## src/rtl/game_pkg.sv

```systemverilog
// Shared types and helpers for the sprite motion sequencer.
package game_pkg;

  typedef enum logic {
    ST_IDLE = 1'b0,
    ST_RUN  = 1'b1
  } state_e;

  // Sign-extend a w-bit two's complement speed (held in the low bits of d) to 32 bits.
  function automatic logic signed [31:0] sext_speed(input logic [31:0] d, input int w);
    logic signed [31:0] t;
    t = signed'(d << (32 - w));
    return t >>> (32 - w);
  endfunction

  // Negate a w-bit speed; the most-negative value maps to the most-positive
  // so a bounce never flips back to the same sign.
  function automatic logic signed [31:0] sat_neg(input logic [31:0] d, input int w);
    logic signed [31:0] v;
    logic signed [31:0] mn;
    v  = sext_speed(d, w);
    mn = -(32'sd1 <<< (w - 1));
    if (v == mn) return -v - 32'sd1;
    return -v;
  endfunction

endpackage

```

## src/rtl/game_sprite_control_if.sv

```systemverilog
// Command/status bundle between a game controller and one sprite sequencer.
interface game_sprite_control_if #(
  parameter int X_WIDTH  = 10,
  parameter int Y_WIDTH  = 10,
  parameter int DX_WIDTH = 2,
  parameter int DY_WIDTH = 2
);
  logic                launch;
  logic                stop;
  logic                strobe;
  logic [X_WIDTH-1:0]  start_x;
  logic [Y_WIDTH-1:0]  start_y;
  logic [DX_WIDTH-1:0] start_dx;
  logic [DY_WIDTH-1:0] start_dy;
  logic                sprite_we;
  logic [X_WIDTH-1:0]  sprite_x;
  logic [Y_WIDTH-1:0]  sprite_y;
  logic [DX_WIDTH-1:0] sprite_dx;
  logic [DY_WIDTH-1:0] sprite_dy;
  logic                running;
  logic                done;

  modport master (
    output launch, stop, strobe, start_x, start_y, start_dx, start_dy,
    input  sprite_we, sprite_x, sprite_y, sprite_dx, sprite_dy, running, done
  );

  modport slave (
    input  launch, stop, strobe, start_x, start_y, start_dx, start_dy,
    output sprite_we, sprite_x, sprite_y, sprite_dx, sprite_dy, running, done
  );
endinterface

```

## src/rtl/game_sprite_axis_step.sv

```systemverilog
// One axis of a motion step: next position, bounce speed and edge detection.
// Purely combinational; the caller decides whether to bounce or retire.
module game_sprite_axis_step
  import game_pkg::*;
#(
  parameter int PW    = 10,
  parameter int DW    = 2,
  parameter int LIMIT = 632
) (
  input  logic [PW-1:0] pos,
  input  logic [DW-1:0] d,
  output logic [PW-1:0] next_pos,
  output logic [DW-1:0] next_d,
  output logic          out_of_range
);
  logic signed [PW:0] sum;

  // Step in PW+1 signed bits so both underflow below 0 and overflow past LIMIT are visible.
  always_comb begin
    sum          = $signed({1'b0, pos}) + $signed((PW+1)'(sext_speed(32'(d), DW)));
    out_of_range = sum[PW] || (sum > $signed((PW+1)'(LIMIT)));
    if (out_of_range) begin
      next_pos = pos;
      next_d   = DW'(sat_neg(32'(d), DW));
    end else begin
      next_pos = sum[PW-1:0];
      next_d   = d;
    end
  end
endmodule

```

## src/rtl/game_sprite_control.sv

```systemverilog
// Per-sprite motion sequencer: launch, periodic stepping on frame strobes,
// edge bounce or retirement. Build option GAME_SPRITE_BOUNCE_EN selects
// bounce at screen edges; without it the sprite retires at an edge.
//
// state   | meaning
// IDLE    | no motion, outputs hold last written values
// RUN     | counting frame strobes, stepping every STEP_FRAMES strobes
module game_sprite_control
  import game_pkg::*;
#(
  parameter int SCREEN_WIDTH  = 640,
  parameter int SCREEN_HEIGHT = 480,
  parameter int SPRITE_WIDTH  = 8,
  parameter int SPRITE_HEIGHT = 8,
  parameter int X_WIDTH       = 10,
  parameter int Y_WIDTH       = 10,
  parameter int DX_WIDTH      = 2,
  parameter int DY_WIDTH      = 2,
  parameter int STEP_FRAMES   = 1
) (
  input  logic                  clk,
  input  logic                  reset,
  game_sprite_control_if.slave  bus
);
  localparam int X_LIMIT = SCREEN_WIDTH - SPRITE_WIDTH;
  localparam int Y_LIMIT = SCREEN_HEIGHT - SPRITE_HEIGHT;
  localparam int CNT_W   = (STEP_FRAMES > 1) ? $clog2(STEP_FRAMES) : 1;
  localparam logic [CNT_W-1:0] CNT_LAST = CNT_W'(STEP_FRAMES - 1);

  state_e              state_q, state_d;
  logic [CNT_W-1:0]    cnt_q, cnt_d;
  logic [X_WIDTH-1:0]  x_q, x_d, nx;
  logic [Y_WIDTH-1:0]  y_q, y_d, ny;
  logic [DX_WIDTH-1:0] dx_q, dx_d, ndx;
  logic [DY_WIDTH-1:0] dy_q, dy_d, ndy;
  logic                we_q, we_d;
  logic                done_q, done_d;
  logic                oor_x, oor_y;

  game_sprite_axis_step #(.PW(X_WIDTH), .DW(DX_WIDTH), .LIMIT(X_LIMIT)) u_step_x (
    .pos(x_q), .d(dx_q), .next_pos(nx), .next_d(ndx), .out_of_range(oor_x)
  );

  game_sprite_axis_step #(.PW(Y_WIDTH), .DW(DY_WIDTH), .LIMIT(Y_LIMIT)) u_step_y (
    .pos(y_q), .d(dy_q), .next_pos(ny), .next_d(ndy), .out_of_range(oor_y)
  );

  // Next-state logic; stop outranks launch, launch outranks strobe.
  always_comb begin
    state_d = state_q;
    cnt_d   = cnt_q;
    x_d     = x_q;
    y_d     = y_q;
    dx_d    = dx_q;
    dy_d    = dy_q;
    we_d    = 1'b0;
    done_d  = 1'b0;
    if (bus.stop) begin
      state_d = ST_IDLE;
      cnt_d   = '0;
    end else if (bus.launch) begin
      state_d = ST_RUN;
      cnt_d   = '0;
      x_d     = bus.start_x;
      y_d     = bus.start_y;
      dx_d    = bus.start_dx;
      dy_d    = bus.start_dy;
      we_d    = 1'b1;
    end else if (state_q == ST_RUN && bus.strobe) begin
      if (cnt_q != CNT_LAST) begin
        cnt_d = cnt_q + 1'b1;
      end else begin
        cnt_d = '0;
`ifdef GAME_SPRITE_BOUNCE_EN
        x_d  = nx;
        y_d  = ny;
        dx_d = ndx;
        dy_d = ndy;
        we_d = 1'b1;
`else
        if (oor_x || oor_y) begin
          state_d = ST_IDLE;
          done_d  = 1'b1;
        end else begin
          x_d  = nx;
          y_d  = ny;
          we_d = 1'b1;
        end
`endif
      end
    end
  end

  // State and output registers with asynchronous reset.
  always_ff @(posedge clk or posedge reset) begin
    if (reset) begin
      state_q <= ST_IDLE;
      cnt_q   <= '0;
      x_q     <= '0;
      y_q     <= '0;
      dx_q    <= '0;
      dy_q    <= '0;
      we_q    <= 1'b0;
      done_q  <= 1'b0;
    end else begin
      state_q <= state_d;
      cnt_q   <= cnt_d;
      x_q     <= x_d;
      y_q     <= y_d;
      dx_q    <= dx_d;
      dy_q    <= dy_d;
      we_q    <= we_d;
      done_q  <= done_d;
    end
  end

  assign bus.sprite_we = we_q;
  assign bus.sprite_x  = x_q;
  assign bus.sprite_y  = y_q;
  assign bus.sprite_dx = dx_q;
  assign bus.sprite_dy = dy_q;
  assign bus.running   = (state_q == ST_RUN);
  assign bus.done      = done_q;

endmodule

```

## src/flat_wrapper.sv

```systemverilog
// flat-port wrapper written by rule: the top's interface ports become plain ports
module game_sprite_control_flat import game_pkg::*;
#(
  parameter int SCREEN_WIDTH  = 640,
  parameter int SCREEN_HEIGHT = 480,
  parameter int SPRITE_WIDTH  = 8,
  parameter int SPRITE_HEIGHT = 8,
  parameter int X_WIDTH       = 10,
  parameter int Y_WIDTH       = 10,
  parameter int DX_WIDTH      = 2,
  parameter int DY_WIDTH      = 2,
  parameter int STEP_FRAMES   = 1
)
  (clk, reset, bus_launch, bus_stop, bus_strobe, bus_start_x, bus_start_y, bus_start_dx, bus_start_dy, bus_sprite_we, bus_sprite_x, bus_sprite_y, bus_sprite_dx, bus_sprite_dy, bus_running, bus_done);
  game_sprite_control_if #(.X_WIDTH(X_WIDTH), .Y_WIDTH(Y_WIDTH), .DX_WIDTH(DX_WIDTH), .DY_WIDTH(DY_WIDTH)) bus_i ();
  input  logic clk;
  input  logic reset;
  input wire logic [$bits(bus_i.launch)-1:0] bus_launch;
  input wire logic [$bits(bus_i.stop)-1:0] bus_stop;
  input wire logic [$bits(bus_i.strobe)-1:0] bus_strobe;
  input wire logic [$bits(bus_i.start_x)-1:0] bus_start_x;
  input wire logic [$bits(bus_i.start_y)-1:0] bus_start_y;
  input wire logic [$bits(bus_i.start_dx)-1:0] bus_start_dx;
  input wire logic [$bits(bus_i.start_dy)-1:0] bus_start_dy;
  output wire logic [$bits(bus_i.sprite_we)-1:0] bus_sprite_we;
  output wire logic [$bits(bus_i.sprite_x)-1:0] bus_sprite_x;
  output wire logic [$bits(bus_i.sprite_y)-1:0] bus_sprite_y;
  output wire logic [$bits(bus_i.sprite_dx)-1:0] bus_sprite_dx;
  output wire logic [$bits(bus_i.sprite_dy)-1:0] bus_sprite_dy;
  output wire logic [$bits(bus_i.running)-1:0] bus_running;
  output wire logic [$bits(bus_i.done)-1:0] bus_done;
  assign bus_i.launch = bus_launch;
  assign bus_i.stop = bus_stop;
  assign bus_i.strobe = bus_strobe;
  assign bus_i.start_x = bus_start_x;
  assign bus_i.start_y = bus_start_y;
  assign bus_i.start_dx = bus_start_dx;
  assign bus_i.start_dy = bus_start_dy;
  assign bus_sprite_we = bus_i.sprite_we;
  assign bus_sprite_x = bus_i.sprite_x;
  assign bus_sprite_y = bus_i.sprite_y;
  assign bus_sprite_dx = bus_i.sprite_dx;
  assign bus_sprite_dy = bus_i.sprite_dy;
  assign bus_running = bus_i.running;
  assign bus_done = bus_i.done;
  game_sprite_control #(.SCREEN_WIDTH(SCREEN_WIDTH), .SCREEN_HEIGHT(SCREEN_HEIGHT), .SPRITE_WIDTH(SPRITE_WIDTH), .SPRITE_HEIGHT(SPRITE_HEIGHT), .X_WIDTH(X_WIDTH), .Y_WIDTH(Y_WIDTH), .DX_WIDTH(DX_WIDTH), .DY_WIDTH(DY_WIDTH), .STEP_FRAMES(STEP_FRAMES)) u_core (.clk(clk), .reset(reset), .bus(bus_i));
endmodule
```

## config.mk

```make
export PLATFORM = sky130hd
export DESIGN_NAME = game_sprite_control_flat
export DESIGN_NICKNAME = d
export VERILOG_FILES = /design/src/rtl/game_pkg.sv /design/src/rtl/game_sprite_control_if.sv /design/src/rtl/game_sprite_axis_step.sv /design/src/rtl/game_sprite_control.sv /design/src/flat_wrapper.sv
export SDC_FILE = /design/constraint.sdc
export NUM_CORES = 1
export LEC_CHECK = 0
export BUFFER_PORTS_ARGS = -buffer_cell sky130_fd_sc_hd__buf_2
export CAP_MARGIN = 10
export CORE_ASPECT_RATIO = 1.5
export CORE_MARGIN = 2
export CORE_UTILIZATION = 54
export DETAILED_ROUTE_END_ITERATION = 16
export GPL_ROUTABILITY_DRIVEN = 0
export GPL_TIMING_DRIVEN = 0
export PLACE_DENSITY = 0.9
export SETUP_SLACK_MARGIN = 0.05
export SLEW_MARGIN = 20
export SYNTH_ARGS = -nofsm -noshare
export SYNTH_HDL_FRONTEND = slang
export SYNTH_SLANG_ARGS = --single-unit
export TNS_END_PERCENT = 1
```

## constraint.sdc

```tcl
create_clock -name clk -period 4 [get_ports clk]
set_input_delay 0.6 -clock clk [delete_from_list [all_inputs] [get_ports clk]]
set_output_delay 0.6 -clock clk [all_outputs]
set_load 0.02 [all_outputs]
```

==> summary.txt, run 1 <==
Detailed routing
  – DR vias/cell: 6.27
  – ANT nets after route: 0
  – Drt wl/cell: 18.3 um
  – DR iter-0 viols: 123
  – Total wire length: between 6000 and 7000 um
  – TritonRoute pass-1 iters: 4
  – DR DRC count: 0
  – Via count: 2150

Power and ir drop
  – Max VDD drop: 0.000474 V
  – Pwr/cell area: 825 nW/um^2
  – Leak: 1.34 nW
  – Tot Pwr: 2.24 mW

Yosys
  – Yosys top cell area share: 0.289
  – Number of distinct library cells after synthesis: 51
  – Asr flop ratio synth: 1.00
  – Cell Area, Synth: 2340 um^2
  – Synth Area in Simple Gates: 0.156
  – Adder-cell share of the synthesized area: 0.124
  – Mean area per synthesized cell: 9.79 um^2
  – Top_reg_cell synth: dfrtp_1
  – Top cells by area, synth: dfrtp_1, ha_1, mux2_4
  – Number of synthesized flops with an enable pin: 0
  – Top cells by count, synth: dfrtp_1, nand2_1, ha_1
  – Synthesized flop and latch total: 27
  – Multiplexer share of the synthesized area: 0.167
  – Yosys top cell by area: dfrtp_1
  – Warnings from Yosys: 0
  – Sequential area share after synthesis: 0.289
  – Cells after synthesis: 239
  – Synth Area in XOR/XNOR: 0.0449
  – Main combinational cell family by area after synthesis: compound AO/OA/AOI/OAI gates
  – Compound-Gate Fraction of Synth Area: 0.179
  – Synthesized net count: 290

Clocking
  – Clock-pin slew on the worst setup and hold paths: 0.10 ns
  – Setup Fix Bufs, Post-CTS: 0
  – H-Tree Depth: 1
  – CTS tree: done
  – Clk root buf: clkbuf_8
  – Clk sinks: 27
  – Hold_buf cts: 0
  – CTS resizes: 0
  – Cts bufs inserted: 3
  – CTS Buffer Depth: 2
  – Skew-Pair Late Insertion Delay: 0.29 ns

Timing
  – Skew final: 0.00696 ns
  – Hold_ws: 0.369 ns
  – Final min period: 3.64 ns
  – Worst slew pin tran: approximately 0.61 ns
  – Slew headroom: 0.595
  – Final slew viol count: 0
  – Tcrit/Tclk final: 0.909
  – Final hold vios: 0
  – RSZ-0062 raised after global routing: false
  – Fmax: 275 MHz
  – Final setup viols: 0
  – Setup_tns: 0 ns

Die
  – Die height: 84.6 um
  – Die span in x: roughly 58 um
  – Rows: 29
  – Initial Util: 0.556
  – Area of the core: roughly 4200 um^2
  – IO Pins: between 50 and 60
  – Die area: around 4900 um^2

Global routing
  – Vias in the first global route: 2282
  – First-pass GRT wire length: 10100 um
  – Initial antenna violation count: 0
  – GR Overflow Total: 0
  – Gr usage total: 0.262
  – Largest net degree at the start of global routing: 28

Run status
  – Outcome: finished clean

Worst setup path
  – CP Class: flip-flop to flip-flop
  – Worst path required time: ~4.2 ns
  – Arrival time at the worst endpoint: 3.81 ns
  – Crit. End Element: flip-flop
  – Peak fanout along the critical path: 14
  – Startpoint Class: flip-flop

Place
  – Placed insts: 339
  – Post-DP HPWL: 4660 um
  – I/O Buffers: 54

Cells and area
  – Nets: 349
  – Synthesis-to-layout area growth: 15.9%
  – Layout fillers: 366
  – Share of layout cells above drive strength 1: 0.327
  – Non-filler instance count after layout: 343
  – Multi-input logic area: 1570 um^2
  – Register area: 676 um^2
  – Layout Utilization: 0.644
  – # diodes: 0

Job
  – Max_cap viols: 0

Worst hold path
  – Hold Crit Class: input port to async pin
## logic make-up (layout without fill, tap and decap cells)
group                    Yosys count  in the layout
multiplexers                      31             31
XOR/XNOR                          12             12
buffers and inverters             17             75
flip-flops                        27             27
AO/OA/AOI/OAI                     59             59
adder cells (fa/ha/maj)           22             22
AND/OR/NAND/NOR                   71             71
## metal layers
layer	part of all wire	track usage	vias to the layer above	wire length, um
li1	-	-	991	-
met1	0.37	0.280	1046	2350
met2	0.55	0.477	85	3430
met3	0.037	0.0293	28	231
met4	0.042	0.154	0	265
met5	0	0	-	0
## layout by cell type (no fill, tap or decap), types with 3 or more instances in the layout
cell       n
nor3_1     5
a211oi_1   3
mux2i_1    9
buf_2     54
or3_1      4
nor2_1    11
xor2_1     4
ha_1      20
xnor2_1    8
clkbuf_8   3
or2_2      3
nand3_1    3
inv_1     10
a21o_1     5
a21oi_1   10
o21a_1     4
o21ai_0   18
nand4_1    3
mux2_2     8
clkbuf_1   4
nand2_1   27
mux2_4    14
dfrtp_1   27
## metrics by stage
stage,instance area [um^2],setup WS [ns]
after floorplan,2340,0.674
after CTS,2710,0.368
after detailed placement,2670,0.463
after global placement,2670,0.485
after global routing,2710,0.240
final,2710,0.363
## power breakdown
group	leakage [nW]	internal [mW]	switching (mW)	total [mW]
Sequential	0.325	0.384	0.109	0.493
Clock	0.0228	0.0718	0.0968	0.169
Combinational	0.993	0.696	0.881	1.58
## final cells by class
class | count | share of cell area
sequential | 27 | 0.249
multi-input combinational | 195 | 0.578
timing repair buffer | 54 | 0.0996
buffer | 5 | 0.0189
inverter | 12 | 0.0166
clock buffer | 4 | 0.0166
tap | 46 | 0.0212
## critical path, cell delays in order, from the launching register on
cell and delay [ns]:
dfrtp_1 0.71, ha_1 0.39, and3_1 0.21, o21a_1 0.12, or3_4 0.40, a2111oi_4 0.31
a211oi_1 0.18, a2111oi_2 0.39, a41o_2 0.32, buf_12 0.17, mux2_4 0.31
## path summary, 6_finish.rpt
kind | from | endpoint | slack, ns | cells past startpoint
max in group asynchronous | reset | u_core.bus.sprite_y[7]$_DFFE_PP0P_ | 3.23 | 2
setup reg to reg | u_core.bus.sprite_dy[1]$_DFFE_PP0P_ | u_core.bus.sprite_x[3]$_DFFE_PP0P_ | 0.36 | 10
hold reg to reg | u_core.bus.sprite_x[4]$_DFFE_PP0P_ | u_core.bus.sprite_x[4]$_DFFE_PP0P_ | 0.55 | 1
setup / recovery | u_core.bus.sprite_dy[1]$_DFFE_PP0P_ | u_core.bus.sprite_x[3]$_DFFE_PP0P_ | 0.36 | 10
hold / removal | reset | u_core.bus.sprite_dx[0]$_DFFE_PP0P_ | 0.37 | 2
min in group clk | bus_start_dy[1] | u_core.bus.sprite_dy[1]$_DFFE_PP0P_ | 0.52 | 3
## state kept, by name, summed over array words and instances (netlist names)
signal,count
u_core.bus.sprite_x,10
u_core.bus.sprite_y,10
u_core.bus.sprite_dx,2
u_core.bus.sprite_dy,2
u_core.bus.done,1
u_core.bus.running,1
u_core.bus.sprite_we,1
Note: power is estimated with default switching activity, not from simulation.
==> inputs of run 2 (changes only) <==
--- a/config.mk
+++ b/config.mk
@@ -5,15 +5,16 @@
 export SDC_FILE = /design/constraint.sdc
 export NUM_CORES = 1
 export LEC_CHECK = 0
+export ABC_AREA = 1
 export BUFFER_PORTS_ARGS = -buffer_cell sky130_fd_sc_hd__buf_2
 export CAP_MARGIN = 10
-export CORE_ASPECT_RATIO = 1.5
+export CORE_ASPECT_RATIO = 0.9
 export CORE_MARGIN = 2
 export CORE_UTILIZATION = 54
 export DETAILED_ROUTE_END_ITERATION = 16
 export GPL_ROUTABILITY_DRIVEN = 0
 export GPL_TIMING_DRIVEN = 0
-export PLACE_DENSITY = 0.9
+export PLACE_DENSITY = 0.89
 export SETUP_SLACK_MARGIN = 0.05
 export SLEW_MARGIN = 20
 export SYNTH_ARGS = -nofsm -noshare
==> summary.txt, run 2 <==
Timing
  – RSZ-0062 raised after global routing: false
  – Skew final: 0.00413 ns (-0.00283 ns)
  – Slew headroom: 0.616 (+0.0218)
  – Hold_ws: 0.355 ns (-0.0138 ns)
  – Fmax: 356 MHz (+30%)
  – Final slew viol count: 0 (unchanged)
  – Final min period: 2.81 ns (-0.830 ns)
  – Final setup viols: 0 (unchanged)
  – Tcrit/Tclk final: 0.702 (-0.207)
  – Final hold vios: 0 (unchanged)
  – Worst slew pin tran: 0.575 ns (-0.0318 ns)
  – Setup_tns: 0 ns (unchanged)

Worst setup path
  – Peak fanout along the critical path: 12 (-2)
  – Worst path required time: 4.17 ns (about the same)
  – Crit. End Element: flip-flop
  – CP Class: flip-flop to flip-flop
  – Arrival time at the worst endpoint: 2.98 ns (-0.83 ns)
  – Startpoint Class: flip-flop

Yosys
  – Asr flop ratio synth: 1.00 (unchanged)
  – Yosys top cell by area: dfrtp_1
  – Top cells by count, synth: nand2_1, inv_1, nand3_1
  – Synth Area in XOR/XNOR: 0.0103 (-0.0346)
  – Sequential area share after synthesis: 0.266 (-0.0232)
  – Top-count cell post-synth: nand2_1
  – Synthesized flop and latch total: 27 (unchanged)
  – Yosys top cell area share: 0.266 (-0.0232)
  – Compound-Gate Fraction of Synth Area: 0.0507 (-0.128)
  – Number of distinct library cells after synthesis: 28 (-45%)
  – Top cells by area, synth: dfrtp_1, nand2_1, nand3_1
  – Mean area per synthesized cell: 6.22 um^2 (-36%)
  – Synth Area in Simple Gates: 0.443 (+0.287)
  – Multiplexer share of the synthesized area: 0.00885 (-0.158)
  – Synthesized net count: 460 (+59%)
  – Adder-cell share of the synthesized area: 0.114 (-0.00995)
  – Top_reg_cell synth: dfrtp_1
  – Main combinational cell family by area after synthesis: simple AND/OR/NAND/NOR gates
  – Cells after synthesis: 409 (+71%)
  – Number of synthesized flops with an enable pin: 0 (unchanged)
  – Warnings from Yosys: 0 (unchanged)
  – Cell Area, Synth: 2540 um^2 (+8.7%)

Detailed routing
  – DR DRC count: 0 (unchanged)
  – Drt wl/cell: 12.5 um (-32%)
  – DR vias/cell: 5.35 (-15%)
  – DR iter-0 viols: 236 (+92%)
  – Via count: 2829 (+32%)
  – TritonRoute pass-1 iters: 5 (+1)
  – ANT nets after route: 0 (unchanged)
  – Total wire length: 6610 um (+5.2%)

Cells and area
  – Non-filler instance count after layout: 529 (+54%)
  – Most frequent cells in the layout: nand2_1, buf_2, inv_1
  – Share of layout cells above drive strength 1: 0.154 (-0.172)
  – Synthesis-to-layout area growth: 15.5%
  – Nets: 519 (+49%)
  – Commonest non-fill, non-tap cell in the layout: nand2_1
  – # diodes: 0 (unchanged)

Die
  – Die area: 5280 um^2 (+8.0%)
  – Initial Util: 0.567 (+0.0107)
  – IO Pins: 56 (unchanged)
  – Die height: 69.1 um (-18%)
  – Area of the core: 4490 um^2 (+6.7%)
  – Die span in x: 76.3 um (+32%)
  – Rows: 23 (-21%)

Global routing
  – Gr usage total: 0.265 (+0.00233)
  – GR Overflow Total: 0 (unchanged)
  – Largest net degree at the start of global routing: 28 (unchanged)
  – First-pass GRT wire length: 11500 um (+14%)
  – Initial antenna violation count: 0 (unchanged)
  – Vias in the first global route: 2565 (+12%)

Power and ir drop
  – Sw power: 931 uW (-14%)
  – Comb pwr share: 0.675 (-0.030)
  – Leak: 1.81 nW (+35%)
  – Sequential share of power: 0.235 (+0.015)
  – Tot Pwr: 1.77 mW (-21%)
  – Max VDD drop: 0.000309 V (-35%)
  – Switching part of the total: 0.526 (+0.0405)
  – Pwr/cell area: 602 nW/um^2 (-27%)
  – Internal: 839 uW (-27%)
  – Clk pwr share: 0.089 (+0.014)

Place
  – Placed insts: 525 (+55%)
  – Post-DP HPWL: 5250 um (+13%)
  – I/O Buffers: 54 (unchanged)

Clocking
  – Clk sinks: 27 (unchanged)
  – CTS Buffer Depth: 2 (unchanged)
  – CTS resizes: 0 (unchanged)
  – Skew-Pair Late Insertion Delay: 0.28 ns (about the same)
  – Hold_buf cts: 0 (unchanged)
  – CTS tree: done
  – H-Tree Depth: 1 (unchanged)
  – Setup Fix Bufs, Post-CTS: 0 (unchanged)
  – Cts bufs inserted: 3 (unchanged)
  – Clock-pin slew on the worst setup and hold paths: 0.09 ns (about the same)
  – Clk root buf: clkbuf_8

Run status
  – Outcome: finished clean

Worst hold path
  – Hold Crit Class: input port to async pin

Job
  – Max_cap viols: 0 (unchanged)
-- run 2: cell count changes in the layout (fill, tap and decap cells not counted), moves of 4 or more --
cell	change
nand4_1	+5
o21a_1	-4
o21ai_0	-10
mux2_4	-14
nand3_1	+48
nor3_1	-4
nand2_1	+148
mux2i_1	-9
xnor2_1	-7
or3_1	-4
mux2_2	-6
inv_1	+43
a21o_1	-4
nor2_1	+11
-- run 2: per-stage QoR --
stage          instance area, um^2  utilization  setup WS, ns
5_1_grt                       2940        0.654         0.919
6_report                      2940        0.654          1.19
2_1_floorplan                 2540            -          1.56
4_1_cts                       2940        0.654          1.20
3_3_place_gp                  2890        0.644          1.28
3_5_place_dp                  2890        0.644          1.22
-- run 2: worst paths after layout --
kind                                                startpoint                                 end  slack (ns)  cells after the start
setup / recovery           u_core.bus.sprite_dy[1]$_DFFE_PP0P_  u_core.bus.sprite_x[8]$_DFFE_PP0P_        1.19                     17
hold / removal                                           reset  u_core.bus.sprite_x[2]$_DFFE_PP0P_        0.36                      2
setup reg to reg           u_core.bus.sprite_dy[1]$_DFFE_PP0P_  u_core.bus.sprite_x[8]$_DFFE_PP0P_        1.19                     17
hold reg to reg             u_core.bus.sprite_x[2]$_DFFE_PP0P_  u_core.bus.sprite_x[2]$_DFFE_PP0P_        0.56                      2
max in group asynchronous                                reset  u_core.bus.sprite_x[8]$_DFFE_PP0P_        3.27                      2
min in group clk                                      bus_stop           u_core.bus.done$_DFF_PP0_        0.48                      2
-- run 2: layout make-up --
cell class              instances  area, um^2
clock buffers                   3        41.3
plain buffers                  11        67.6
fillers                       450        1550
inverters                      55         206
clock inverters                 1        5.00
well taps                      62        77.6
multi-input cells             316        1590
flip-flops and latches         27         676
repair buffers                 54         270
-- run 2: logic make-up after synthesis --
logic type / count (synthesis)
DFF: 27
adders and majority gates: 22
buffers and inverters: 66
AOI/OAI and AO/OA: 24
and+or+nand+nor: 265
xor gates and xnor gates: 3
muxes: 2
-- run 2: power by group through the flow --
| stage | Clock, mW | Sequential [mW] | Combinational (mW) |
|---|---|---|---|
| floorplan | 0 | 0.492 | 0.821 |
| global placement | 0 | 0.419 | 1.14 |
| detailed placement | 0 | 0.421 | 1.17 |
| CTS | 0.163 | 0.416 | 1.18 |
| global route | 0.175 | 0.428 | 1.36 |
| finish | 0.158 | 0.417 | 1.19 |
-- run 2: routing by layer --
metal / routed length [um] / GRT usage
met1: 2960 / 0.362
met3: 533 / 0.0484
met5: 0 / 0
met4: 119 / 0.0808
met2: 2990 / 0.427
-- run 2: critical path, cell delays in order, from the launching register on --
cell     delay [ns]
dfrtp_1        0.63
inv_1          0.18
fa_1           0.48
inv_1          0.14
nand2_1        0.06
nand2_1        0.12
nand3_1        0.11
nand2_1        0.10
nand3_1        0.08
nand2_1        0.08
nand2_1        0.05
nor2_1         0.16
nor2_4         0.07
nand3_4        0.08
nand2_4        0.07
buf_6          0.16
nand2_1        0.06
nand2_1        0.05
